**src/rtl/pipeline_mem_pkg.sv**
```systemverilog
// Shared definitions for the MEM stage: size codes, result-select bits, FSM states,
// the EX/MEM pipeline register layout and the alignment check.
package pipeline_mem_pkg;

   localparam logic [2:0] F3_B  = 3'b000;
   localparam logic [2:0] F3_H  = 3'b001;
   localparam logic [2:0] F3_W  = 3'b010;
   localparam logic [2:0] F3_BU = 3'b100;
   localparam logic [2:0] F3_HU = 3'b101;

   localparam logic [3:0] SRC_ALU = 4'b0001;
   localparam logic [3:0] SRC_IMM = 4'b0010;
   localparam logic [3:0] SRC_MEM = 4'b0100;
   localparam logic [3:0] SRC_PC4 = 4'b1000;

   typedef enum logic [1:0] {StIdle, StWaitGnt, StWaitRvalid, StDone} mem_state_e;

   typedef struct packed {
      logic [31:0] alu_result;
      logic [31:0] store_data;
      logic [31:0] ext_imm;
      logic [31:0] pc_plus4;
      logic [31:0] pc_instr;
      logic        reg_write_en;
      logic [4:0]  rd_idx;
      logic [3:0]  result_src;
      logic        mem_read;
      logic        mem_write;
      logic [2:0]  funct3;
   } ex_mem_t;

   function automatic logic addr_misaligned(input logic [2:0] funct3, input logic [1:0] addr_lo);
      case (funct3[1:0])
         2'b01:   return addr_lo[0];
         2'b10:   return addr_lo != 2'b00;
         default: return 1'b0;
      endcase
   endfunction

endpackage

```
**src/rtl/pipeline_mem_if.sv**
```systemverilog
// Data-memory req/gnt/rvalid bus between the MEM stage (master) and memory (slave).
interface pipeline_mem_if;
   logic        req;
   logic        we;
   logic [31:0] addr;
   logic [3:0]  be;
   logic [31:0] wdata;
   logic        gnt;
   logic        rvalid;
   logic [31:0] rdata;

   modport master (output req, we, addr, be, wdata, input gnt, rvalid, rdata);
   modport slave  (input req, we, addr, be, wdata, output gnt, rvalid, rdata);
endinterface

```
**src/rtl/pipeline_mem_align_unit.sv**
```systemverilog
// Combinational byte-lane logic: store byte enables / lane-replicated write data,
// load lane extraction with sign or zero extension.
module pipeline_mem_align_unit
   import pipeline_mem_pkg::*;
(
   input  logic [2:0]  funct3_i,
   input  logic [1:0]  addr_lo_i,
   input  logic [31:0] store_data_i,
   input  logic [31:0] rdata_i,
   output logic [3:0]  be_o,
   output logic [31:0] wdata_o,
   output logic [31:0] load_data_o
);

   logic [31:0] lane;

   always_comb begin
      lane        = rdata_i >> {addr_lo_i, 3'b000};
      be_o        = 4'b1111;
      wdata_o     = store_data_i;
      load_data_o = lane;

      case (funct3_i)
         F3_B, F3_BU: begin
            be_o    = 4'b0001 << addr_lo_i;
            wdata_o = {4{store_data_i[7:0]}};
         end
         F3_H, F3_HU: begin
            be_o    = 4'b0011 << addr_lo_i;
            wdata_o = {2{store_data_i[15:0]}};
         end
         default: ;
      endcase

      case (funct3_i)
         F3_B:    load_data_o = {{24{lane[7]}}, lane[7:0]};
         F3_H:    load_data_o = {{16{lane[15]}}, lane[15:0]};
         F3_BU:   load_data_o = {24'b0, lane[7:0]};
         F3_HU:   load_data_o = {16'b0, lane[15:0]};
         default: ;
      endcase
   end

endmodule

```
**src/rtl/pipeline_mem.sv**
```systemverilog
// MEM stage: EX/MEM register, data-memory access FSM with timeout, WB-facing outputs.
module pipeline_mem
   import pipeline_mem_pkg::*;
#(
   parameter logic [31:0] RESET_PC    = 32'h8000_0000,
   parameter int unsigned BUS_TIMEOUT = 255
) (
   input  logic          clk,
   input  logic          resetn,
   input  logic          valid_e_i,
   input  logic          flush_m_i,
   input  logic [31:0]   alu_result_e_i,
   input  logic [31:0]   store_data_e_i,
   input  logic [31:0]   extended_imm_e_i,
   input  logic [31:0]   pc_plus4_e_i,
   input  logic [31:0]   pc_instr_e_i,
   input  logic          reg_write_en_e_i,
   input  logic [4:0]    rd_idx_e_i,
   input  logic [3:0]    result_src_e_i,
   input  logic          mem_read_e_i,
   input  logic          mem_write_e_i,
   input  logic [2:0]    funct3_e_i,
   output logic          stall_m_o,
   pipeline_mem_if.master dmem,
   output logic [31:0]   alu_result_m_o,
   output logic [31:0]   extended_imm_m_o,
   output logic [31:0]   pc_plus4_m_o,
   output logic [31:0]   mem_read_data_m_o,
   output logic          reg_write_en_m_o,
   output logic [4:0]    rd_idx_m_o,
   output logic [3:0]    result_src_m_o,
   output logic [31:0]   pc_instr_m_o,
   output logic          misalign_m_o,
   output logic          bus_err_m_o
);

   localparam int unsigned CntW = $clog2(BUS_TIMEOUT + 1);

   ex_mem_t         ex_d, ex_q;
   mem_state_e      state_q;
   logic [CntW-1:0] cnt_q;
   logic [31:0]     rdata_q;
   logic            bubble, is_mem, misaligned, in_wait, timeout, req, finish;
   logic [3:0]      be;
   logic [31:0]     wdata, load_data;

   assign bubble = flush_m_i | ~valid_e_i;

   always_comb begin
      ex_d              = '0;
      ex_d.alu_result   = alu_result_e_i;
      ex_d.store_data   = store_data_e_i;
      ex_d.ext_imm      = extended_imm_e_i;
      ex_d.pc_plus4     = pc_plus4_e_i;
      ex_d.pc_instr     = pc_instr_e_i;
      ex_d.reg_write_en = reg_write_en_e_i & ~bubble;
      ex_d.rd_idx       = rd_idx_e_i;
      ex_d.result_src   = result_src_e_i;
      ex_d.mem_read     = mem_read_e_i & ~bubble;
      ex_d.mem_write    = mem_write_e_i & ~bubble;
      ex_d.funct3       = funct3_e_i;
   end

   always_ff @(posedge clk) begin
      if (!resetn) begin
         ex_q          <= '0;
         ex_q.pc_instr <= RESET_PC;
      end else if (!stall_m_o) begin
         ex_q <= ex_d;
      end
   end

   assign is_mem     = ex_q.mem_read | ex_q.mem_write;
   assign misaligned = is_mem & addr_misaligned(ex_q.funct3, ex_q.alu_result[1:0]);
   assign in_wait    = (state_q == StWaitGnt) | (state_q == StWaitRvalid);
   // Timeout fires on the BUS_TIMEOUT-th cycle spent in a wait state.
   assign timeout    = in_wait & (cnt_q == CntW'(BUS_TIMEOUT - 1));
   // resetn gates req so an access is abandoned in the cycle reset is sampled.
   assign req        = resetn & is_mem & ~misaligned &
                       ((state_q == StIdle) | ((state_q == StWaitGnt) & ~timeout));

   always_comb begin
      finish = 1'b0;
      case (state_q)
         StIdle:       finish = misaligned | (ex_q.mem_write & req & dmem.gnt);
         StWaitGnt:    finish = timeout | (ex_q.mem_write & dmem.gnt);
         StWaitRvalid: finish = timeout;
         StDone:       finish = 1'b1;
      endcase
   end

   assign stall_m_o = is_mem & ~finish;

   always_ff @(posedge clk) begin
      if (!resetn) begin
         state_q <= StIdle;
         cnt_q   <= '0;
         rdata_q <= '0;
      end else begin
         case (state_q)
            StIdle: begin
               if (req) begin
                  cnt_q <= '0;
                  if (!dmem.gnt)          state_q <= StWaitGnt;
                  else if (ex_q.mem_read) state_q <= StWaitRvalid;
               end
            end
            StWaitGnt: begin
               if (timeout) begin
                  state_q <= StIdle;
               end else if (dmem.gnt) begin
                  cnt_q   <= '0;
                  state_q <= ex_q.mem_read ? StWaitRvalid : StIdle;
               end else begin
                  cnt_q <= cnt_q + CntW'(1);
               end
            end
            StWaitRvalid: begin
               if (timeout) begin
                  state_q <= StIdle;
               end else if (dmem.rvalid) begin
                  rdata_q <= load_data;
                  state_q <= StDone;
               end else begin
                  cnt_q <= cnt_q + CntW'(1);
               end
            end
            StDone: state_q <= StIdle;
         endcase
      end
   end

   pipeline_mem_align_unit u_align (
      .funct3_i     (ex_q.funct3),
      .addr_lo_i    (ex_q.alu_result[1:0]),
      .store_data_i (ex_q.store_data),
      .rdata_i      (dmem.rdata),
      .be_o         (be),
      .wdata_o      (wdata),
      .load_data_o  (load_data)
   );

   assign dmem.req   = req;
   assign dmem.we    = req & ex_q.mem_write;
   assign dmem.addr  = req ? {ex_q.alu_result[31:2], 2'b00} : 32'b0;
   assign dmem.be    = req ? be : 4'b0;
   assign dmem.wdata = (req & ex_q.mem_write) ? wdata : 32'b0;

   assign alu_result_m_o    = ex_q.alu_result;
   assign extended_imm_m_o  = ex_q.ext_imm;
   assign pc_plus4_m_o      = ex_q.pc_plus4;
   assign pc_instr_m_o      = ex_q.pc_instr;
   assign rd_idx_m_o        = ex_q.rd_idx;
   assign result_src_m_o    = ex_q.result_src;
   assign mem_read_data_m_o = rdata_q;
   assign reg_write_en_m_o  = ex_q.reg_write_en & (~is_mem | (state_q == StDone));
   assign misalign_m_o      = misaligned;
   assign bus_err_m_o       = timeout;

endmodule

```
**src/flat_wrapper.sv**
```systemverilog
// flat-port wrapper written by rule: the top's interface ports become plain ports
module pipeline_mem_flat import pipeline_mem_pkg::*;
#(
   parameter logic [31:0] RESET_PC    = 32'h8000_0000,
   parameter int unsigned BUS_TIMEOUT = 255
)
  (clk, resetn, valid_e_i, flush_m_i, alu_result_e_i, store_data_e_i, extended_imm_e_i, pc_plus4_e_i, pc_instr_e_i, reg_write_en_e_i, rd_idx_e_i, result_src_e_i, mem_read_e_i, mem_write_e_i, funct3_e_i, stall_m_o, alu_result_m_o, extended_imm_m_o, pc_plus4_m_o, mem_read_data_m_o, reg_write_en_m_o, rd_idx_m_o, result_src_m_o, pc_instr_m_o, misalign_m_o, bus_err_m_o, dmem_req, dmem_we, dmem_addr, dmem_be, dmem_wdata, dmem_gnt, dmem_rvalid, dmem_rdata);
  pipeline_mem_if dmem_i ();
  input  logic clk;
  input  logic resetn;
  input  logic valid_e_i;
  input  logic flush_m_i;
  input  logic [31:0] alu_result_e_i;
  input  logic [31:0] store_data_e_i;
  input  logic [31:0] extended_imm_e_i;
  input  logic [31:0] pc_plus4_e_i;
  input  logic [31:0] pc_instr_e_i;
  input  logic reg_write_en_e_i;
  input  logic [4:0] rd_idx_e_i;
  input  logic [3:0] result_src_e_i;
  input  logic mem_read_e_i;
  input  logic mem_write_e_i;
  input  logic [2:0] funct3_e_i;
  output logic stall_m_o;
  output logic [31:0] alu_result_m_o;
  output logic [31:0] extended_imm_m_o;
  output logic [31:0] pc_plus4_m_o;
  output logic [31:0] mem_read_data_m_o;
  output logic reg_write_en_m_o;
  output logic [4:0] rd_idx_m_o;
  output logic [3:0] result_src_m_o;
  output logic [31:0] pc_instr_m_o;
  output logic misalign_m_o;
  output logic bus_err_m_o;
  output wire logic [$bits(dmem_i.req)-1:0] dmem_req;
  output wire logic [$bits(dmem_i.we)-1:0] dmem_we;
  output wire logic [$bits(dmem_i.addr)-1:0] dmem_addr;
  output wire logic [$bits(dmem_i.be)-1:0] dmem_be;
  output wire logic [$bits(dmem_i.wdata)-1:0] dmem_wdata;
  input wire logic [$bits(dmem_i.gnt)-1:0] dmem_gnt;
  input wire logic [$bits(dmem_i.rvalid)-1:0] dmem_rvalid;
  input wire logic [$bits(dmem_i.rdata)-1:0] dmem_rdata;
  assign dmem_req = dmem_i.req;
  assign dmem_we = dmem_i.we;
  assign dmem_addr = dmem_i.addr;
  assign dmem_be = dmem_i.be;
  assign dmem_wdata = dmem_i.wdata;
  assign dmem_i.gnt = dmem_gnt;
  assign dmem_i.rvalid = dmem_rvalid;
  assign dmem_i.rdata = dmem_rdata;
  pipeline_mem #(.RESET_PC(RESET_PC), .BUS_TIMEOUT(BUS_TIMEOUT)) u_core (.clk(clk), .resetn(resetn), .valid_e_i(valid_e_i), .flush_m_i(flush_m_i), .alu_result_e_i(alu_result_e_i), .store_data_e_i(store_data_e_i), .extended_imm_e_i(extended_imm_e_i), .pc_plus4_e_i(pc_plus4_e_i), .pc_instr_e_i(pc_instr_e_i), .reg_write_en_e_i(reg_write_en_e_i), .rd_idx_e_i(rd_idx_e_i), .result_src_e_i(result_src_e_i), .mem_read_e_i(mem_read_e_i), .mem_write_e_i(mem_write_e_i), .funct3_e_i(funct3_e_i), .stall_m_o(stall_m_o), .dmem(dmem_i), .alu_result_m_o(alu_result_m_o), .extended_imm_m_o(extended_imm_m_o), .pc_plus4_m_o(pc_plus4_m_o), .mem_read_data_m_o(mem_read_data_m_o), .reg_write_en_m_o(reg_write_en_m_o), .rd_idx_m_o(rd_idx_m_o), .result_src_m_o(result_src_m_o), .pc_instr_m_o(pc_instr_m_o), .misalign_m_o(misalign_m_o), .bus_err_m_o(bus_err_m_o));
endmodule
```
**config.mk**
```make
export PLATFORM = sky130hd
export DESIGN_NAME = pipeline_mem_flat
export DESIGN_NICKNAME = d
export VERILOG_FILES = /design/src/rtl/pipeline_mem_pkg.sv /design/src/rtl/pipeline_mem_if.sv /design/src/rtl/pipeline_mem_align_unit.sv /design/src/rtl/pipeline_mem.sv /design/src/flat_wrapper.sv
export SDC_FILE = /design/constraint.sdc
export NUM_CORES = 1
export LEC_CHECK = 0
export CAP_MARGIN = 20
export CORE_AREA = 2 2 179 181
export CTS_CLUSTER_DIAMETER = 40
export DETAILED_ROUTE_END_ITERATION = 10
export DIE_AREA = 0 0 181 183
export PLACE_DENSITY = 0.7
export SLEW_MARGIN = 20
export SYNTH_ARGS = -nofsm -noshare
export SYNTH_HDL_FRONTEND = slang
export SYNTH_HIERARCHICAL = 1
export SYNTH_SLANG_ARGS = --single-unit
```
**constraint.sdc**
```tcl
create_clock -name clk -period 7.19 [get_ports clk]
set_input_delay 1.438 -clock clk [delete_from_list [all_inputs] [get_ports clk]]
set_output_delay 1.438 -clock clk [all_outputs]
set_load 0.005 [all_outputs]
```
# Word level (Yosys, flattened, before mapping)
# Cells that the tools add are included.
# op_classes
shift,3
add_sub_neg,1
reduce_logical,9
n_mux,23
n_eq_ne,16
bitwise_logic,27
# op_table
op,count
one-hot mux 32 bit (4 select lines),1
two-way mux 32 bit,2
one-hot mux 32 bit (2 select lines),1
two-way mux 8 bit,5
>> shifter 32 x 5 -> 32 bit,1
one-hot mux 8 bit (3 select lines),1
two-way mux 2 bit,8
AND 1 bit,14
"!= test 3 x 2 -> 1 bit, second input constant",3
"adder 8 x 1 -> 8 bit, second input constant",1
"equality test 8 bit, second input constant",1
one-hot mux 2 bit (4 select lines),1
one-hot mux 4 bit (2 select lines),1
bitwise OR 1 bit,7
"equality test 2 bit, second input constant",3
"equality test 3 bit, second input constant",2
"!= test 2 bit, second input constant",3
inverter 1 bit,6
AND reduction 5 bit,1
"equality test 2 x 1 -> 1 bit, second input constant",2
two-way mux 4 bit,1
one-hot mux 1 bit (4 select lines),1
AND reduction 4 bit,1
OR reduction 2 bit,2
other kinds (10),10
# word_totals
inputBits,213
ff_bits,217
wordCells,93

# Logic depth before layout (Yosys ltp)
# Gate-level depths: netlist (run 1).
# depth
depth_word,13
mapped_depth,11
mapped_depth_nobuf,8

# Hierarchy
# The synthesis (run 1) kept the hierarchy.
# by_module_without_submodules
module,cells_each,instances,area_each_um2
pipeline_mem,1236,1,10433.8
pipeline_mem_align_unit,184,1,1214.9

# Worst setup path before layout (run 1)
# Ideal clock, no wire load.
# synth_timing
kind,input port to output port
start,input port dmem_gnt
end,output port stall_m_o
required_ns,5.752
cell_stages,8
path_slack_ns,3.116
path_buffers,4
arrival_ns,2.636
path_cell_list,clkbuf_1 a311oi_1 o21ai_0 o32a_1 buf_2 buf_6 buf_6 inv_1
# synth_via
elab_chain_cells,5
elab_cells_between_ends,7
cone_classes,mux (1); bitwise (6)
# synth_rtl
item,line,rtl
"start, declared",flat_wrapper.sv:40,input wire logic [$bits(dmem_i.gnt)-1:0] dmem_gnt;
"AND 1 bit, on equally long branches","pipeline_mem.sv:86, pipeline_mem.sv:85",
"bitwise OR 1 bit, on equally long branches","pipeline_mem.sv:86, pipeline_mem.sv:85",
one-hot mux 1 bit (4 select lines) *,pipeline_mem.sv:84,case (state_q)
inverter 1 bit *,pipeline_mem.sv:92,assign stall_m_o = is_mem & ~finish;
AND 1 bit *,pipeline_mem.sv:92,
"end, declared",flat_wrapper.sv:24,output logic stall_m_o;
# Every way passes the cells marked *; elsewhere a longest branch is shown, timed or not.

# Worst setup path after layout (run 1)
# layout_timing
start,register u_core.state_q[0]
end,output port dmem_wdata[24]
# layout_via
elab_chain_cells,9
elab_cells_between_ends,11
cone_classes,eq/ne (2); mux (1); bitwise (7); reduce/logical (1)
# layout_rtl
item,line,rtl
"start, declared",pipeline_mem.sv:40,mem_state_e state_q;
"start signal, assigned",pipeline_mem.sv:96,state_q <= StIdle;
"start signal, assigned",pipeline_mem.sv:104,if (!dmem.gnt) state_q <= StWaitGnt;
"start signal, assigned",pipeline_mem.sv:105,else if (ex_q.mem_read) state_q <= StWaitRvalid;
equality test 2 x 1 -> 1 bit / equality test 2 bit (equally long branches),"pipeline_mem.sv:75, pipeline_mem.sv:80",
bitwise OR 1 bit,pipeline_mem.sv:75,assign in_wait = (state_q == StWaitGnt) | (state_q == StWaitRvalid);
AND 1 bit,pipeline_mem.sv:77,assign timeout = in_wait & (cnt_q == CntW'(BUS_TIMEOUT - 1));
inverter 1 bit (no source line),n/a,
AND 1 bit,pipeline_mem.sv:80,((state_q == StIdle) | ((state_q == StWaitGnt) & ~timeout));
bitwise OR 1 bit *,pipeline_mem.sv:80,
AND 1 bit *,pipeline_mem.sv:79,assign req = resetn & is_mem & ~misaligned &
AND 1 bit *,pipeline_mem.sv:147,assign dmem.wdata = (req & ex_q.mem_write) ? wdata : 32'b0;
two-way mux 32 bit *,pipeline_mem.sv:147,
"end, declared",flat_wrapper.sv:39,output wire logic [$bits(dmem_i.wdata)-1:0] dmem_wdata;
# Marked as above.

==> metrics.csv, run 1 <==
stage;metric;value;unit
floorplan;Core Rows;65;
detailed_routing;residual DRC count;0;
floorplan;area of the core;0.0312;mm²
worst_setup_path;Worst setup EP type;output pin;
grt;GR Overflow Total;0;
synth;Cell Area, Synth;0.0116;mm²
detailed_routing;Top Layer Used;met5;
detailed_routing;TritonRoute pass-1 iters;4;
place;dpl hpwl;24100;µm
timing;RSZ-0062 raised after global routing;no;
timing;Tightest Pin Transition;1.07;ns
grt;largest net degree at the start of global routing;101;
timing;Slew Limit Fails;0;
synth;Main synth FF type;dfxtp_1;
power_and_ir_drop;P_int;3.69;mW
power_and_ir_drop;Flop pwr share;29.9;%
cts;post-CTS resize count;0;
power_and_ir_drop;Worst VDD drop;0.000170;V
floorplan;die area;0.0331;mm²
timing;Total Neg Setup Slack;0;ns
cts;CTS Buffer Depth;3;
power_and_ir_drop;Power Density;319;mW/mm²
floorplan;Initial Util;37.3;%
grt;first-pass GRT wire length;52700;µm
synth;Synth warnings;6;
timing;final setup vio count;0;
hold_path;hold path depth;2;
cts;root buf cell;clkbuf_16;
detailed_routing;WL final;34000;µm
detailed_routing;M1 WL;14300;µm
worst_setup_path;register-to-register setup slack;3.35;ns
finish;Area growth syn-to-layout;42.9;%
cts;clock sink count;217;
finish;Util after Layout;53.3;%
synth;top-area cell type share of the netlist area;37.3;%
power_and_ir_drop;Sw Ratio;30.6;%
synth;Seq/Total Area, Yosys;37.3;%
run;max cap viols;0;
grt;initial antenna violation count;2;
timing;Final Hold Fails;0;
run_status;status;complete, no violations;
detailed_routing;Vias;10100;
timing;Slew headroom;28.5;%
worst_setup_path;CP arrival;3.51;ns
detailed_routing;met2 wire length;16000;µm
detailed_routing;routed length per instance;16.0;µm
worst_setup_path;WP data required;5.75;ns
synth;Post-synth EDFFs;0;
power_and_ir_drop;Gate power share;32.8;%
synth;Synth area leaders;dfxtp_1 37%, mux2i_1 16%, nand2_1 15%;
detailed_routing;Vias/cell;4.73;
worst_setup_path;R2R Path Start;u_core/ex_q[0]$_SDFFE_PN0N_;
worst_setup_path;Startpoint Class;register;
cts;latest clock arrival within the worst-skew pair;0.52;ns
synth;number of library cell types mapped by synthesis;53;
cts;Post-CTS Hold Buffers;0;
power_and_ir_drop;Clk pwr share;37.3;%
cts;cts bufs inserted;40;
finish;Final #Nets;1912;
floorplan;Die H;183;µm
floorplan;Die W;181;µm
power_and_ir_drop;Leakage Power;7.31;nW
synth;Syn Inst Count;1420;
timing;achievable frequency;202;MHz
worst_setup_path;critical path class;reg2out;
cts;CTS tree;yes;
detailed_routing;1st-iter DRT viols;451;
detailed_routing;met3 wire length;2650;µm
cts;Clock transition at path regs;0.05;ns
grt;All-Layer GR Usage;19.6;%
synth;Synth async-reset ratio;0;%
synth;most common cell in the netlist;nand2_1;
floorplan;Ports;456;
power_and_ir_drop;Overall Power;5.31;mW
timing;Worst Skew;0.0283;ns
place;routability cong.;0.836;
timing;period utilisation layout;68.8;%
hold_path;WHS Endpoint;u_core/mem_read_data_m_o[24]$_SDFFE_PN0P_;
timing;minimum clock period;4.94;ns
hold_path;min-delay src;u_core/mem_read_data_m_o[24]$_SDFFE_PN0P_;
finish;fillers;2823;
grt;vias in the first global route;9989;
synth;largest area contributor in the netlist;dfxtp_1;
worst_setup_path;worst r2r dst;u_core/alu_result_m_o[15]$_SDFFE_PN0N_;
place;Port Buffer Count;453;
worst_setup_path;Reg2Reg Depth;10;
worst_setup_path;CP Max Fanout;33;
hold_path;HP Class;reg2reg;
synth;Synth Register Bits;217;
power_and_ir_drop;P_sw;1.63;mW
finish;share of post-route cells with drive strength above 1;7.38;%
synth;most frequent cells after synthesis;457 x nand2_1, 217 x dfxtp_1, 192 x mux2i_1;
detailed_routing;post-route ant nets;0;
cts;Post-CTS Repair Setup Buffers;0;
synth;Avg Cell Area, Syn;8.20;µm²
cts;H-Tree Depth;2;
metrics by stage:
step	area, µm²	worst slack (ns)	hold slack, ns	std cells
after floorplan	11700	3.12	0.431	1421
final	16600	2.25	0.451	2125
after global routing	16600	2.01	0.469	2125
after detailed placement	15200	2.27	0.448	2050
after CTS	16600	2.17	0.455	2124
after global placement	15200	2.44	0.439	2050
sequential cells by signal (all words and copies together), names as in the netlist:
signal and flops:
u_core/rd_idx_m_o 5, u_core/result_src_m_o 4, u_core/alu_result_m_o 32, u_core/cnt_q 8
u_core/state_q 2, u_core/pc_instr_m_o 32, u_core/mem_read_data_m_o 32, u_core/ex_q 38
u_core/pc_plus4_m_o 32, u_core/extended_imm_m_o 32
worst max path at each step:
stage                     cells past startpoint             end                           start  slack [ns]
after CTS                                     8  dmem_wdata[24]  u_core/state_q[0]$_SDFFE_PN0P_        2.17
after detailed placement                      4  dmem_wdata[24]                          resetn        2.27
after floorplan                               8       stall_m_o                        dmem_gnt        3.12
after global routing                          8  dmem_wdata[20]  u_core/state_q[0]$_SDFFE_PN0P_        2.01
final                                         8  dmem_wdata[24]  u_core/state_q[0]$_SDFFE_PN0P_        2.25
after global placement                        4   dmem_wdata[1]                          resetn        2.44
routing by layer:
metal	vias to the layer above	track usage, %
met4	2	7.64
li1	5032	-
met2	358	33.0
met3	65	6.06
met5	-	0
met1	4598	23.4
kinds of logic (layout without fill, tap and decap cells):
family                   after synthesis  count (layout)  share of synthesized area, %
AO/OA/AOI/OAI                        120             120                          6.37
XOR/XNOR                               1               1                        0.0752
adder cells (fa/ha/maj)                9               9                         0.967
buffers and inverters                253             554                          14.2
flip-flops                           217             217                          37.3
multiplexers                         218             218                          19.1
other                                  1               3                        0.0322
AND/OR/NAND/NOR                      601             601                          22.0
power by group through the flow:
| stage | Combinational [mW] | Sequential, mW | Clock [mW] |
|---|---|---|---|
| 2_1_floorplan | 1.31 | 1.57 | 0 |
| 3_3_place_gp | 1.73 | 1.60 | 0 |
| 3_5_place_dp | 1.74 | 1.61 | 0 |
| 4_1_cts | 1.75 | 1.59 | 2.03 |
| 5_1_grt | 1.88 | 1.62 | 2.09 |
| 6_report | 1.74 | 1.59 | 1.98 |
worst max-delay path, cell delays in order, from the launching register on:
cell and delay [ns]:
dfxtp_1 0.38, inv_1 0.10, ha_1 0.36, and4_1 0.24, nand2_2 0.13, a21oi_1 0.12, and4b_1 0.89, and2_1 0.26
clkdlybuf4s50_1 0.51
final cells by class:
type / instances / area [µm²] / share of cell area, %
Antenna cell: 1 / 2.50 / 0.0150
Sequential cell: 217 / 4340 / 26.1
Timing Repair Buffer: 468 / 4650 / 28.0
Multi-Input combinational cell: 951 / 5670 / 34.0
Tap cell: 402 / 503 / 3.02
Inverter: 12 / 46.3 / 0.278
Clock buffer: 48 / 1080 / 6.50
Clock inverter: 26 / 345 / 2.08
layout by cell type, fill, tap and decap left out, types with 4 or more instances in the layout:
| cell type | instances |
|---|---|
| a211oi_1 | 9 |
| nand2_1 | 457 |
| nor2b_1 | 13 |
| o21a_1 | 4 |
| clkbuf_1 | 4 |
| nand3_1 | 10 |
| nor3_1 | 4 |
| inv_6 | 8 |
| dfxtp_1 | 217 |
| inv_1 | 10 |
| a21oi_1 | 58 |
| nor2_1 | 20 |
| bufinv_16 | 6 |
| clkbuf_16 | 41 |
| o21ai_0 | 25 |
| nand2b_1 | 5 |
| mux2_2 | 25 |
| mux2i_1 | 192 |
| clkdlybuf4s50_1 | 452 |
| a31o_2 | 4 |
| ha_1 | 9 |
| nand4_1 | 4 |
| clkinv_4 | 4 |
| buf_4 | 15 |
| and2_1 | 74 |
| clkinv_2 | 4 |
No activity file was read; power rests on OpenSTA's default activity.
==> inputs of run 2 (changes only) <==
- clock period: 7.19 -> 4.9 ns (I/O delays scaled with it)
==> run 2 against run 1 <==
Compared with the run above: register-to-register slack lost 2.2 ns; count of clock-buffer cells in the layout shrank 7; clock skew shrank 0.0064 ns; sequential power grew 47%; global-route usage shrank 0.23 points; clock power grew 29%; sequential share of layout area grew 0.24 points; critical endpoint is now dmem_wdata[26]; highest routed layer unchanged.
==> metrics.csv, run 2 (same netlist as run 1, synthesis figures left out) <==
stage;metric;value;unit;change
finish;commonest non-fill, non-tap cell in the layout;nand2_1;;unchanged
floorplan;area of the core;0.0312;mm²;unchanged
timing;Slew headroom;30.6;%;was 28.5%
grt;GR Overflow Total;0;;unchanged
timing;Worst Skew;0.0219;ns;was 0.0283 ns
timing;achievable frequency;241;MHz;
detailed_routing;residual DRC count;0;;unchanged
timing;Total Neg Setup Slack;0;ns;unchanged
detailed_routing;WL final;34000;µm;about the same
timing;Tightest Pin Transition;1.04;ns;was 1.07 ns
floorplan;Ports;456;;unchanged
floorplan;die area;0.0331;mm²;unchanged
timing;minimum clock period;4.15;ns;
worst_setup_path;CP arrival;3.17;ns;was 3.51 ns
cts;Post-CTS Hold Buffers;0;;unchanged
cts;Clock transition at path regs;0.05;ns;about the same
hold_path;min-delay src;u_core/extended_imm_m_o[6]$_SDFFE_PN0N_;;was u_core/mem_read_data_m_o[24]$_SDFFE_PN0P_
cts;latest clock arrival within the worst-skew pair;0.50;ns;was 0.52 ns
power_and_ir_drop;Flop pwr share;31.4;%;was 29.9%
cts;H-Tree Depth;2;;unchanged
finish;fillers;2856;;was 2823
worst_setup_path;slowest CP cell;dfxtp_1;;was and4b_1
grt;initial antenna violation count;5;;was 2
power_and_ir_drop;Sw Ratio;31.0;%;was 30.6%
power_and_ir_drop;Clk pwr share;34.4;%;was 37.3%
detailed_routing;routed length per instance;16.1;µm;was 16.0 µm
cts;clock sink count;217;;unchanged
grt;All-Layer GR Usage;19.4;%;was 19.6%
grt;vias in the first global route;9747;;was 9989
place;Port Buffer Count;453;;unchanged
power_and_ir_drop;Power Density;451;mW/mm²;was 319 mW/mm²
floorplan;Die W;181;µm;unchanged
timing;RSZ-0062 raised after global routing;no;;unchanged
worst_setup_path;Worst Path Buf+Inv;3;;was 2
worst_setup_path;R2R Path Start;u_core/ex_q[0]$_SDFFE_PN0N_;;unchanged
cts;CTS tree;yes;;unchanged
hold_path;HP Class;reg2reg;;unchanged
run_status;status;complete, no violations;;unchanged
cts;root buf cell;clkbuf_16;;unchanged
power_and_ir_drop;Leakage Power;7.23;nW;was 7.31 nW
floorplan;Core Rows;65;;unchanged
detailed_routing;Vias;10100;;about the same
place;dpl hpwl;24100;µm;about the same
place;routability cong.;0.825;;was 0.836
timing;period utilisation layout;84.8;%;
detailed_routing;Vias/cell;4.75;;was 4.73
detailed_routing;post-route ant nets;0;;unchanged
worst_setup_path;Critical Path, Cell by Cell;inv_1 -> ha_1 -> nand3b_1 -> o21a_1 -> and4b_1 -> buf_4 -> and2_1 -> clkdlybuf4s50_1;;was inv_1 -> ha_1 -> and4_1 -> nand2_2 -> a21oi_1 -> and4b_1 -> and2_1 -> clkdlybuf4s50_1
worst_setup_path;Worst setup EP type;output pin;;unchanged
finish;share of post-route cells with drive strength above 1;7.07;%;was 7.38%
finish;max FFs per register;38;;unchanged
power_and_ir_drop;Worst VDD drop;0.000256;V;was 0.000170 V
worst_setup_path;Worst path max stage delay;0.66;ns;was 0.89 ns
cts;CTS Buffer Depth;3;;unchanged
timing;final setup vio count;0;;unchanged
finish;Final #Nets;1911;;was 1912
finish;Util after Layout;52.8;%;was 53.3%
grt;largest net degree at the start of global routing;116;;was 101
finish;Reg with most FFs;u_core/ex_q;;unchanged
cts;post-CTS resize count;0;;unchanged
timing;Final Hold Fails;0;;unchanged
floorplan;Initial Util;37.3;%;unchanged
power_and_ir_drop;P_sw;2.30;mW;was 1.63 mW
cts;Post-CTS Repair Setup Buffers;0;;unchanged
floorplan;Die H;183;µm;unchanged
worst_setup_path;Startpoint Class;register;;unchanged
run;max cap viols;0;;unchanged
timing;Slew Limit Fails;0;;unchanged
cts;cts bufs inserted;36;;was 40
worst_setup_path;crit path from;u_core/ex_q[0]$_SDFFE_PN0N_;;was u_core/state_q[0]$_SDFFE_PN0P_
detailed_routing;1st-iter DRT viols;510;;was 451
grt;first-pass GRT wire length;52100;µm;was 52700 µm
finish;Area growth syn-to-layout;41.6;%;was 42.9%
power_and_ir_drop;P_int;5.14;mW;was 3.69 mW
worst_setup_path;WP data required;3.92;ns;was 5.75 ns
power_and_ir_drop;Gate power share;34.1;%;was 32.8%
worst_setup_path;CP Max Fanout;33;;unchanged
worst_setup_path;critical path class;reg2out;;unchanged
detailed_routing;TritonRoute pass-1 iters;5;;was 4
finish;commonest cells after routing, fill and taps aside;457 x nand2_1, 452 x clkdlybuf4s50_1, 217 x dfxtp_1;;unchanged
worst_setup_path;Crit path max-delay family;buffers and inverters;;was simple AND/OR/NAND/NOR gates
## run 2: final cells by class
cell class | count | area, µm² | area share (%)
Multi-Input combinational cell | 951 | 5670 | 34.4
Timing Repair Buffer | 471 | 4690 | 28.5
Sequential cell | 217 | 4340 | 26.3
Clock buffer | 41 | 981 | 5.95
Tap cell | 402 | 503 | 3.05
Clock inverter | 20 | 248 | 1.50
Inverter | 12 | 46.3 | 0.281
Antenna cell | 2 | 5.00 | 0.0303
## run 2: metal layers
layer	up-vias	track usage, %	part of all wire (%)
met5	-	0	0.10
met4	6	7.19	3.0
met3	70	6.47	8.6
met2	373	32.7	47
met1	4585	22.9	42
li1	5018	-	-
## run 2: metrics by stage
| step | hold WS, ns | setup WS [ns] | cell area, µm² | power, mW | std cells |
|---|---|---|---|---|---|
| detailed placement | 0.447 | 0.889 | 15200 | 4.90 | 2052 |
| finish | 0.455 | 0.747 | 16500 | 7.44 | 2116 |
| CTS | 0.456 | 0.730 | 16500 | 7.51 | 2113 |
| global placement | 0.439 | 0.956 | 15200 | 4.86 | 2052 |
| floorplan | 0.431 | 1.74 | 11700 | 4.22 | 1421 |
| global route | 0.470 | 0.563 | 16500 | 7.81 | 2116 |
## run 2: worst paths after layout
kind,end,slack [ns],depth (start not counted)
min reg2reg,u_core/extended_imm_m_o[6]$_SDFFE_PN0N_,0.45,2
max,dmem_wdata[26],0.75,8
min,u_core/extended_imm_m_o[6]$_SDFFE_PN0N_,0.45,2
max reg2reg,u_core/alu_result_m_o[14]$_SDFFE_PN0N_,1.20,9
## run 2: power groups by stage
stage                     Sequential (mW)  Combinational [mW]  Clock, mW
after floorplan                      2.30                1.92          0
after global placement               2.36                2.50          0
after CTS                            2.34                2.54       2.62
final                                2.34                2.54       2.56
after detailed placement             2.37                2.53          0
after global routing                 2.38                2.73       2.70
## run 2: worst reg2reg max path, delay by kind of cell (launching register included)
| kind | cells | cell delay, ns |
|---|---|---|
| multiplexers | 1 | 0.36 |
| buffers and inverters | 3 | 1.55 |
| AO/OA/AOI/OAI | 2 | 0.44 |
| flip-flops | 1 | 0.66 |
| adder cells (fa/ha/maj) | 1 | 0.31 |
| AND/OR/NAND/NOR | 2 | 0.29 |
==> inputs of run 3 (changes only) <==
- PLACE_DENSITY: 0.7 -> 0.73
- clock period: 4.9 -> 3.7 ns (I/O delays scaled with it)
==> run 3 against run 2 <==
Compared with the run above: flip-flop and latch count is the same; final area rose by 0.27%; largest cell class unchanged; final cell count up 0.14%.
==> metrics.csv, run 3 (same netlist as run 1, synthesis figures left out) <==
stage;metric;value;unit;change
run_status;status;complete, no violations;;unchanged
worst_setup_path;CP Max Fanout;4;;was 33
finish;max FFs per register;38;;unchanged
power_and_ir_drop;Worst VDD drop;0.000418;V;was 0.000256 V
floorplan;Die H;183;µm;unchanged
finish;share of post-route cells with drive strength above 1;7.52;%;was 7.07%
timing;achievable frequency;279;MHz;
floorplan;Die W;181;µm;unchanged
timing;Slew Limit Fails;0;;unchanged
floorplan;Ports;456;;unchanged
cts;CTS tree;yes;;unchanged
detailed_routing;TritonRoute pass-1 iters;5;;unchanged
floorplan;area of the core;0.0312;mm²;unchanged
run;max cap viols;0;;unchanged
timing;minimum clock period;3.59;ns;
worst_setup_path;worst r2r dst;u_core/alu_result_m_o[10]$_SDFFE_PN0N_;;was u_core/alu_result_m_o[14]$_SDFFE_PN0N_
grt;largest net degree at the start of global routing;220;;was 116
timing;Worst Skew;0.0203;ns;was 0.0219 ns
detailed_routing;Vias/cell;4.77;;was 4.75
cts;H-Tree Depth;2;;unchanged
cts;latest clock arrival within the worst-skew pair;0.51;ns;was 0.50 ns
finish;storage element area;0.00435;mm²;was 0.00434 mm²
power_and_ir_drop;Leakage Power;7.25;nW;was 7.23 nW
grt;All-Layer GR Usage;19.3;%;was 19.4%
detailed_routing;post-route ant nets;0;;unchanged
worst_setup_path;Reg2Reg Depth;9;;unchanged
worst_setup_path;CP dominant cell by count;inv_1;;
timing;Min Hold Slack;0.453;ns;was 0.455 ns
worst_setup_path;critical path class;reg2out;;unchanged
grt;initial antenna violation count;1;;was 5
worst_setup_path;Critical Path, Cell by Cell;inv_1 -> ha_4 -> and4_1 -> nand2_2 -> buf_4 -> clkinv_2 -> nor2_1 -> o32a_2 -> inv_1 -> clkdlybuf4s50_1;;was inv_1 -> ha_1 -> nand3b_1 -> o21a_1 -> and4b_1 -> buf_4 -> and2_1 -> clkdlybuf4s50_1
worst_setup_path;WP data required;2.96;ns;was 3.92 ns
timing;Total Neg Setup Slack;0;ns;unchanged
hold_path;hold path depth;2;;unchanged
grt;vias in the first global route;9968;;was 9747
worst_setup_path;R2R Path Start;u_core/state_q[0]$_SDFFE_PN0P_;;was u_core/ex_q[0]$_SDFFE_PN0N_
worst_setup_path;Worst Path Buf+Inv;5;;was 3
place;routability cong.;0.878;;was 0.825
cts;Post-CTS Hold Buffers;0;;unchanged
hold_path;HP Class;reg2reg;;unchanged
finish;commonest cells after routing, fill and taps aside;457 x nand2_1, 452 x clkdlybuf4s50_1, 215 x dfxtp_1;;was 457 x nand2_1, 452 x clkdlybuf4s50_1, 217 x dfxtp_1
timing;RSZ-0062 raised after global routing;no;;unchanged
worst_setup_path;register-to-register setup slack;0.99;ns;was 1.20 ns
timing;Tightest Pin Transition;0.948;ns;was 1.04 ns
detailed_routing;1st-iter DRT viols;559;;was 510
finish;Reg with most FFs;u_core/ex_q;;unchanged
floorplan;Initial Util;37.3;%;unchanged
cts;root buf cell;clkbuf_16;;unchanged
worst_setup_path;CP arrival;2.85;ns;was 3.17 ns
timing;final setup vio count;0;;unchanged
finish;fillers;2862;;was 2856
finish;commonest non-fill, non-tap cell in the layout;nand2_1;;unchanged
worst_setup_path;Startpoint Class;register;;unchanged
worst_setup_path;slowest CP cell;clkdlybuf4s50_1;;was dfxtp_1
detailed_routing;residual DRC count;0;;unchanged
grt;first-pass GRT wire length;52200;µm;was 52100 µm
detailed_routing;routed length per instance;15.9;µm;was 16.1 µm
floorplan;Core Rows;65;;unchanged
timing;Slew headroom;36.8;%;was 30.6%
timing;period utilisation layout;97.0;%;
place;dpl hpwl;23900;µm;was 24100 µm
cts;CTS Buffer Depth;3;;unchanged
worst_setup_path;Crit path max-delay family;buffers and inverters;;unchanged
finish;Area growth syn-to-layout;42.0;%;was 41.6%
worst_setup_path;Worst path max stage delay;0.50;ns;was 0.66 ns
cts;clock sink count;217;;unchanged
hold_path;WHS Endpoint;u_core/pc_instr_m_o[24]$_SDFFE_PN0N_;;was u_core/extended_imm_m_o[6]$_SDFFE_PN0N_
finish;Final #Nets;1911;;unchanged
place;Port Buffer Count;453;;unchanged
worst_setup_path;Worst setup EP type;output pin;;unchanged
finish;area of the multi-input gates;0.00569;mm²;was 0.00567 mm²
detailed_routing;Vias;10100;;about the same
detailed_routing;WL final;33700;µm;was 34000 µm
hold_path;min-delay src;u_core/pc_instr_m_o[24]$_SDFFE_PN0N_;;was u_core/extended_imm_m_o[6]$_SDFFE_PN0N_
power_and_ir_drop;Power Density;594;mW/mm²;was 451 mW/mm²
cts;cts bufs inserted;36;;unchanged
timing;Final Hold Fails;0;;unchanged
grt;GR Overflow Total;0;;unchanged
cts;Clock transition at path regs;0.05;ns;about the same
floorplan;die area;0.0331;mm²;unchanged
==> run 3: cell types whose count changed in the layout (fill, tap and decap cells not counted), moves of 2 or more <==
cell,before,now
buf_12,0,4
clkbuf_8,4,6
buf_4,17,12
clkinv_2,4,9
bufinv_16,4,2
dfxtp_1,217,215
dfxtp_2,0,2
==> run 3: how the worst max path moves through the flow <==
stage | start | end | slack (ns) | cells past startpoint
after global placement | dmem_gnt | stall_m_o | 0.34 | 6
after global routing | u_core/state_q[0]$_SDFFE_PN0P_ | stall_m_o | 0.02 | 10
after CTS | u_core/state_q[1]$_SDFFE_PN0P_ | dmem_wdata[21] | 0.03 | 9
after floorplan | u_core/state_q[0]$_SDFFE_PN0P_ | stall_m_o | 1.00 | 11
after detailed placement | dmem_gnt | stall_m_o | 0.31 | 6
final | u_core/state_q[0]$_SDFFE_PN0P_ | stall_m_o | 0.11 | 10
==> run 3: metal layers <==
layer,track usage (%),wire length (µm),vias up
met5,0,13,-
met4,6.11,868,2
met3,6.20,3010,69
met2,32.5,15800,389
met1,23.4,14000,4636
li1,-,-,5022
==> run 3: layout make-up <==
type	instances	area share [%]
Multi-Input combinational cell	951	34.4
Timing Repair Buffer	471	28.7
Sequential cell	217	26.3
Clock buffer	44	6.12
Tap cell	402	3.04
Clock inverter	21	1.17
Inverter	12	0.280
Antenna cell	1	0.0151
==> run 3: tightest hold or removal path, stage by stage (launching register included) <==
cell and delay, ns:
dfxtp_1 0.30, nand2_1 0.05, mux2i_1 0.05
==> run 3: power breakdown <==
group / internal (mW) / switching (mW) / leakage [nW] / total [mW]
combinational: 1.86 / 1.58 / 4.87 / 3.44
clock: 2.10 / 1.18 / 0.592 / 3.28
sequential: 2.80 / 0.299 / 1.79 / 3.10
==> run 3: what timing repair did <==
item / in CTS / in global routing
resized for setup: 6 / 4
cloned: 0 / 1
buffers inserted: 0 / 1
setup endpoints to repair: 66 / 55
pin swaps: 0 / 1
==> run 3: metrics by stage <==
step                cells  setup slack, ns  cell area, µm²  util (%)  power (mW)
finish               2119            0.110           16500      52.9        9.82
global route         2118           0.0158           16500      52.9        10.3
CTS                  2116           0.0277           16500      52.8        9.87
detailed placement   2051            0.308           15300      48.9        6.52
global placement     2051            0.342           15300      48.9        6.46
floorplan            1421             1.00           11700         -        5.58
